==> config.mk <==
export PLATFORM = sky130hd
export DESIGN_NAME = antares_fetch_unit
export DESIGN_NICKNAME = d
export VERILOG_FILES = /design/src/rtl/antares_fetch_unit_pkg.sv /design/src/rtl/antares_fetch_unit.sv
export SDC_FILE = /design/constraint.sdc
export NUM_CORES = 1
export LEC_CHECK = 0
export ABC_CLOCK_PERIOD_IN_PS = 2100
export CORE_MARGIN = 2
export CORE_UTILIZATION = 51
export DETAILED_ROUTE_END_ITERATION = 10
export PLACE_DENSITY = 0.81
export SLEW_MARGIN = 20
export SYNTH_ARGS = -nofsm -noshare
export SYNTH_HDL_FRONTEND = slang
export SYNTH_SLANG_ARGS = --single-unit
==> constraint.sdc <==
create_clock -name clk -period 2.1 [get_ports clk]
set_input_delay 0.42 -clock clk [delete_from_list [all_inputs] [get_ports clk]]
set_output_delay 0.42 -clock clk [all_outputs]
set_load 0.02 [all_outputs]
==> src/rtl/antares_fetch_unit_pkg.sv <==
// Shared types and constants for the Antares instruction-fetch stage.
// State encodings, reset vector and the bubble instruction word.
package antares_fetch_unit_pkg;

    typedef enum logic [1:0] {
        S_FETCH = 2'd0,
        S_HOLD  = 2'd1,
        S_DRAIN = 2'd2
    } fetch_state_e;

    localparam logic [31:0] ANTARES_RESET_VECTOR = 32'hBFC0_0000;
    localparam logic [31:0] ANTARES_NOP_WORD     = 32'h0000_0000;

    function automatic logic [31:0] word_align(input logic [31:0] addr);
        return {addr[31:2], 2'b00};
    endfunction

endpackage

==> src/rtl/antares_fetch_unit.sv <==
// Instruction-fetch stage: owns the PC, runs the imem req/ready handshake,
// buffers one word across ID stalls and honours the branch delay slot.
module antares_fetch_unit
    import antares_fetch_unit_pkg::*;
#(
    parameter logic [31:0] RESET_VECTOR = ANTARES_RESET_VECTOR,
    parameter logic [31:0] NOP_WORD     = ANTARES_NOP_WORD
) (
    input  logic        clk,
    input  logic        rst,
    input  logic        id_stall,
    input  logic        id_take_branch,
    input  logic [31:0] pc_branch_address,
    input  logic        exc_redirect,
    input  logic [31:0] exc_address,
    output logic        imem_req,
    output logic [31:0] imem_addr,
    input  logic        imem_ready,
    input  logic [31:0] imem_rdata,
    output logic [31:0] id_instruction,
    output logic [31:0] id_pc,
    output logic [31:0] id_pc_add4,
    output logic        id_valid
);

    fetch_state_e state_r;
    fetch_state_e state_nxt_s;

    logic [31:0] pc_r;
    logic [31:0] pending_target_r;
    logic        redirect_pending_r;
    logic [31:0] hold_buf_r;
    logic [31:0] drain_addr_r;
    logic [31:0] id_instruction_r;
    logic [31:0] id_pc_r;
    logic [31:0] id_pc_add4_r;
    logic        id_valid_r;

    logic        issue_s;
    logic        save_hold_s;
    logic        bubble_s;
    logic        branch_ok_s;
    logic        start_drain_s;
    logic [31:0] issue_word_s;
    logic [31:0] pc_add4_s;
    logic [31:0] next_pc_s;

    // State register
    always_ff @(posedge clk) begin
        if (rst) begin
            state_r <= S_FETCH;
        end else begin
            state_r <= state_nxt_s;
        end
    end

    // Next-state logic; an exception outranks stall and memory response
    always_comb begin
        state_nxt_s = state_r;
        case (state_r)
            S_FETCH: begin
                if (exc_redirect) begin
                    state_nxt_s = imem_ready ? S_FETCH : S_DRAIN;
                end else if (imem_ready && id_stall) begin
                    state_nxt_s = S_HOLD;
                end else begin
                    state_nxt_s = S_FETCH;
                end
            end
            S_HOLD: begin
                state_nxt_s = (exc_redirect || !id_stall) ? S_FETCH : S_HOLD;
            end
            S_DRAIN: begin
                state_nxt_s = (!exc_redirect && imem_ready) ? S_FETCH : S_DRAIN;
            end
            default: begin
                state_nxt_s = S_FETCH;
            end
        endcase
    end

    // Per-state datapath decisions and the memory request outputs
    always_comb begin
        issue_s       = 1'b0;
        save_hold_s   = 1'b0;
        start_drain_s = 1'b0;
        issue_word_s  = imem_rdata;
        imem_addr     = pc_r;
        case (state_r)
            S_FETCH: begin
                issue_s       = !exc_redirect && !id_stall && imem_ready;
                save_hold_s   = !exc_redirect && id_stall && imem_ready;
                start_drain_s = exc_redirect && !imem_ready;
            end
            S_HOLD: begin
                issue_s      = !exc_redirect && !id_stall;
                issue_word_s = hold_buf_r;
            end
            S_DRAIN: begin
                imem_addr = drain_addr_r;
            end
            default: begin
                issue_s = 1'b0;
            end
        endcase
        imem_req = !rst && (state_r != S_HOLD);
    end

    assign branch_ok_s = id_take_branch && id_valid_r && !id_stall && !exc_redirect;
    assign bubble_s    = exc_redirect || (!id_stall && !issue_s);
    assign pc_add4_s   = pc_r + 32'd4;

    // PC selection: exception, then branch with slot issuing now, then pending, then sequential
    always_comb begin
        next_pc_s = pc_r;
        if (exc_redirect) begin
            next_pc_s = word_align(exc_address);
        end else if (issue_s && branch_ok_s) begin
            next_pc_s = word_align(pc_branch_address);
        end else if (issue_s && redirect_pending_r) begin
            next_pc_s = pending_target_r;
        end else if (issue_s) begin
            next_pc_s = pc_add4_s;
        end else begin
            next_pc_s = pc_r;
        end
    end

    // PC, redirect bookkeeping, hold buffer and IF/ID registers
    always_ff @(posedge clk) begin
        if (rst) begin
            pc_r               <= RESET_VECTOR;
            redirect_pending_r <= 1'b0;
            pending_target_r   <= 32'd0;
            hold_buf_r         <= 32'd0;
            drain_addr_r       <= 32'd0;
            id_instruction_r   <= NOP_WORD;
            id_pc_r            <= 32'd0;
            id_pc_add4_r       <= 32'd0;
            id_valid_r         <= 1'b0;
        end else begin
            pc_r <= next_pc_s;
            if (exc_redirect || issue_s) begin
                redirect_pending_r <= 1'b0;
            end else if (branch_ok_s) begin
                redirect_pending_r <= 1'b1;
                pending_target_r   <= word_align(pc_branch_address);
            end
            if (save_hold_s) begin
                hold_buf_r <= imem_rdata;
            end
            if (start_drain_s) begin
                drain_addr_r <= pc_r;
            end
            if (issue_s) begin
                id_instruction_r <= issue_word_s;
                id_pc_r          <= pc_r;
                id_pc_add4_r     <= pc_add4_s;
                id_valid_r       <= 1'b1;
            end else if (bubble_s) begin
                id_instruction_r <= NOP_WORD;
                id_valid_r       <= 1'b0;
            end
        end
    end

    assign id_instruction = id_instruction_r;
    assign id_pc          = id_pc_r;
    assign id_pc_add4     = id_pc_add4_r;
    assign id_valid       = id_valid_r;

endmodule

==> flow_metrics.env <==
export IMPL_ys_ff_latch=224
export IMPL_final_setup_viol_count=28
export IMPL_timing_final_hold_violations=0
export IMPL_powerDensity_mw_per_mm2=726
export IMPL_io_pins=232
export IMPL_most_common_layout_cells="sky130_fd_sc_hd__nand2_1 (352), sky130_fd_sc_hd__a21oi_1 (228), sky130_fd_sc_hd__dfxtp_1 (220)"
export IMPL_worstSetupPathType="reg -> out"
export IMPL_route_antenna_remaining_nets=0
export IMPL_fmax_mhz=439
export IMPL_final_min_clock_period_ns=2.28
export IMPL_static_leakage_power_nw=5.45
export IMPL_critPathRequiredTime_ns=1.68
export IMPL_min_delay_path_class="in -> reg"
export IMPL_post_synthesis_cell_count=1332
export IMPL_insertedDiodeCount=0
export IMPL_most_common_cell_after_layout_fill_and_taps_aside="sky130_fd_sc_hd__nand2_1"
export IMPL_xor_and_xnor_area_share_after_synthesis=0.0197
export IMPL_synth_yosys_seq_area_share=0.438
export IMPL_grt_pass1_wl_um=54700
export IMPL_worstSkewPairLatency_ns=0.52
export IMPL_drt_iter0_drc=1063
export IMPL_routed_via_count=11039
export IMPL_timing_worst_slew_pin_value_ns=0.579
export IMPL_clkTransAtPathRegs_ns=0.06
export IMPL_synth_main_ff_cell="sky130_fd_sc_hd__dfxtp_1"
export IMPL_depth_of_the_cts_h_tree=1
export IMPL_power_ir_vdd_worst_mv=0.569
export IMPL_final_layout_size_suffix_gt1_frac=0.163
export IMPL_hold_path_startpoint="rst"
export IMPL_synth_cell_type_count=71
export IMPL_cts_root_buffer_cell="sky130_fd_sc_hd__clkbuf_16"
export IMPL_synth_cell_area_mm2=0.0102
export IMPL_violations="setup timing"
export IMPL_global_route_usage_total=0.314
export IMPL_placed_area_mm2=0.0133
export IMPL_floorplan_die_width_um=146
export IMPL_setup_repair_after_global_routing_missed_its_margin="yes"
export IMPL_clock_skew_ns=0.0176
export IMPL_critical_path_startpoint_type="flip-flop"
export IMPL_final_hold_worst_slack_ns=0.387
export IMPL_worst_hold_path_endpoint="pc_r[22]$_SDFFE_PP1P_"
export IMPL_timing_hold_worst_path_depth=4
export IMPL_drt_first_pass_iters=6
export IMPL_outcome="complete, but fails checks"
export IMPL_synth_compound_area_share=0.212
export IMPL_dpl_cells=1811
export IMPL_r2r_cells=8
export IMPL_critical_path_endpoint_type="output port"
export IMPL_wp_data_arrival_ns=1.86
export IMPL_route_detailed_vias_per_inst=5.93
export IMPL_mappedNetlistNets=1435
export IMPL_synth_enable_flop_cells=0
export IMPL_post_dp_hpwl_um=23800
export IMPL_place_port_buffers=227
export IMPL_yosys_area_share_simple=0.237
export IMPL_critical_path_startpoint="state_r[1]$_SDFF_PP0_"
export IMPL_placement_rows=51
export IMPL_grt_antenna_before_repair=0
export IMPL_critical_path_reg2reg_startpoint="state_r[1]$_SDFF_PP0_"
export IMPL_max_slew_margin=0.614
export IMPL_finalSetupTns_ns=-2.52
export IMPL_final_cells=1862
export IMPL_die_height_um=146
export IMPL_cts_buffer_depth=3
export IMPL_timing_rr_end="pending_target_r[14]$_SDFFE_PP0P_"
export IMPL_drc_violations_left=0
export IMPL_async_flop_share=0
export IMPL_finalWorstSetupSlack_ns=-0.180
export IMPL_floorplan_initialDensity=0.522
export IMPL_globalRouteOverflowTotal=0
export IMPL_final_net_count=1684
export IMPL_post_place_ws_ns=-0.354
export IMPL_postSynthAreaPerCell_um2=7.68
export IMPL_final_fill_count=1447
export IMPL_clock_sinks=224
export IMPL_route_detailed_wl_per_inst_um=19.0
export IMPL_min_period_over_period=1.09
export IMPL_critical_path_peak_fanout=4
export IMPL_design_core_area_mm2=0.0196
export IMPL_totalWireLength_um=35400
export IMPL_synthesis_yosys_warnings=0
export IMPL_grt_pass1_vias=10329
export IMPL_multiplexer_share_of_the_synthesized_area=0.0369
export IMPL_final_design_area_no_fill_mm2=0.0145
export IMPL_globalplace_congestion=0.910
export IMPL_synth_adder_area_share=0.00122
export IMPL_grt_start_max_net_pins=132
export IMPL_tritoncts="yes"
export IMPL_relative_area_change_from_synthesis_to_final_layout_pct=41.4
export IMPL_maxSlewViolCount=0
export IMPL_drv_cap=0
export IMPL_synth_top_family_by_area="simple AND/OR/NAND/NOR gates"
export IMPL_cts_made_buffers=24
export IMPL_reg_to_reg_setup_timing_slack_ns=0.06
export IMPL_dieArea_mm2=0.0212
==> worst max-delay path by stage <==
stage	to	slack, ns
3_5_place_dp	pc_r[14]$_SDFFE_PP0P_	-0.35
5_1_grt	imem_addr[9]	-0.22
6_report	imem_addr[9]	-0.18
2_1_floorplan	imem_addr[10]	0.14
3_3_place_gp	pc_r[24]$_SDFFE_PP1P_	-0.24
4_1_cts	imem_addr[0]	-0.24
==> state kept, by name (all words and copies together) (netlist names) <==
name / count
id_pc_add4: 30
drain_addr_r: 32
pending_target_r: 30
id_instruction: 32
state_r: 2
hold_buf_r: 32
id_pc: 32
redirect_pending_r: 1
id_valid: 1
pc_r: 32
==> stage by stage <==
step / total power, mW / util
floorplan: 5.32 / -
global placement: 6.05 / 0.681
detailed placement: 6.08 / 0.681
CTS: 10.4 / 0.725
global route: 10.8 / 0.738
finish: 10.5 / 0.738
==> cell usage after synthesis (all sizes together), types with 3 or more instances <==
cell	number	area, µm²
dfxtp	224	4480
nor3b	3	22.5
nand4	14	103
a31oi	11	68.8
o21a	4	30.0
a211oi	17	128
a22oi	4	30.0
a2111oi	3	32.5
buf	45	228
nand2	354	1330
a21o	5	37.5
a211o	3	26.3
o21ai	45	225
nand3	25	125
nor2b	8	50.1
xnor2	11	96.3
a21oi	228	1140
nor3	17	96.4
mux2i	4	40.0
and2	4	25.0
nor4	8	92.6
clkbuf	80	302
xor2	12	105
a221oi	5	43.8
o221a	3	33.8
nor2	79	297
inv	8	30.0
nand2b	6	37.5
o221ai	14	123
and3	18	113
and4	4	35.0
mux2	30	338
==> power breakdown <==
group	switching (mW)	total [mW]	internal [mW]
Clock	1.75	4.37	2.62
Combinational	0.847	1.60	0.752
Sequential	0.126	4.52	4.40
Total	2.72	10.5	7.77
==> metal layers <==
layer / up-vias / wire length (µm) / global-route usage
li1: 5076 / - / -
met1: 5196 / 13500 / 0.402
met5: - / 0 / 0
met4: 0 / 1430 / 0.110
met3: 108 / 3430 / 0.0489
met2: 659 / 17000 / 0.539
==> worst max-delay path: stages (launching register included) <==
cell and delay (ns):
sky130_fd_sc_hd__dfxtp_2 0.33, sky130_fd_sc_hd__nor2b_4 0.20, sky130_fd_sc_hd__buf_12 0.16, sky130_fd_sc_hd__buf_16 0.12, sky130_fd_sc_hd__buf_6 0.10, sky130_fd_sc_hd__mux2_4 0.29, sky130_fd_sc_hd__buf_6 0.13
==> what timing repair did <==
item | in CTS | in global routing
buffers inserted | 3 | 3
setup endpoints to repair | 33 | 42
pin swaps | 0 | 3
gates resized for setup | 169 | 69
cloned | 3 | 0
hold buffers | 0 | 0
==> layout make-up <==
| type | instances | area (µm²) | share of cell area |
|---|---|---|---|
| Tap cell | 265 | 332 | 0.0229 |
| Sequential cell | 224 | 4490 | 0.310 |
| Multi-Input combinational cell | 975 | 5350 | 0.370 |
| Clock inverter | 8 | 98.8 | 0.00684 |
| Inverter | 8 | 30.0 | 0.00208 |
| Timing Repair Buffer | 348 | 3440 | 0.238 |
| Clock buffer | 34 | 719 | 0.0498 |
==> logic make-up after synthesis <==
kind of cell,Yosys count
simple gates,550
compound gates,367
flops,224
buf+inv,133
mux,34
xor+xnor,23
fa+ha+maj,1
(Power assumes the default switching activity.)
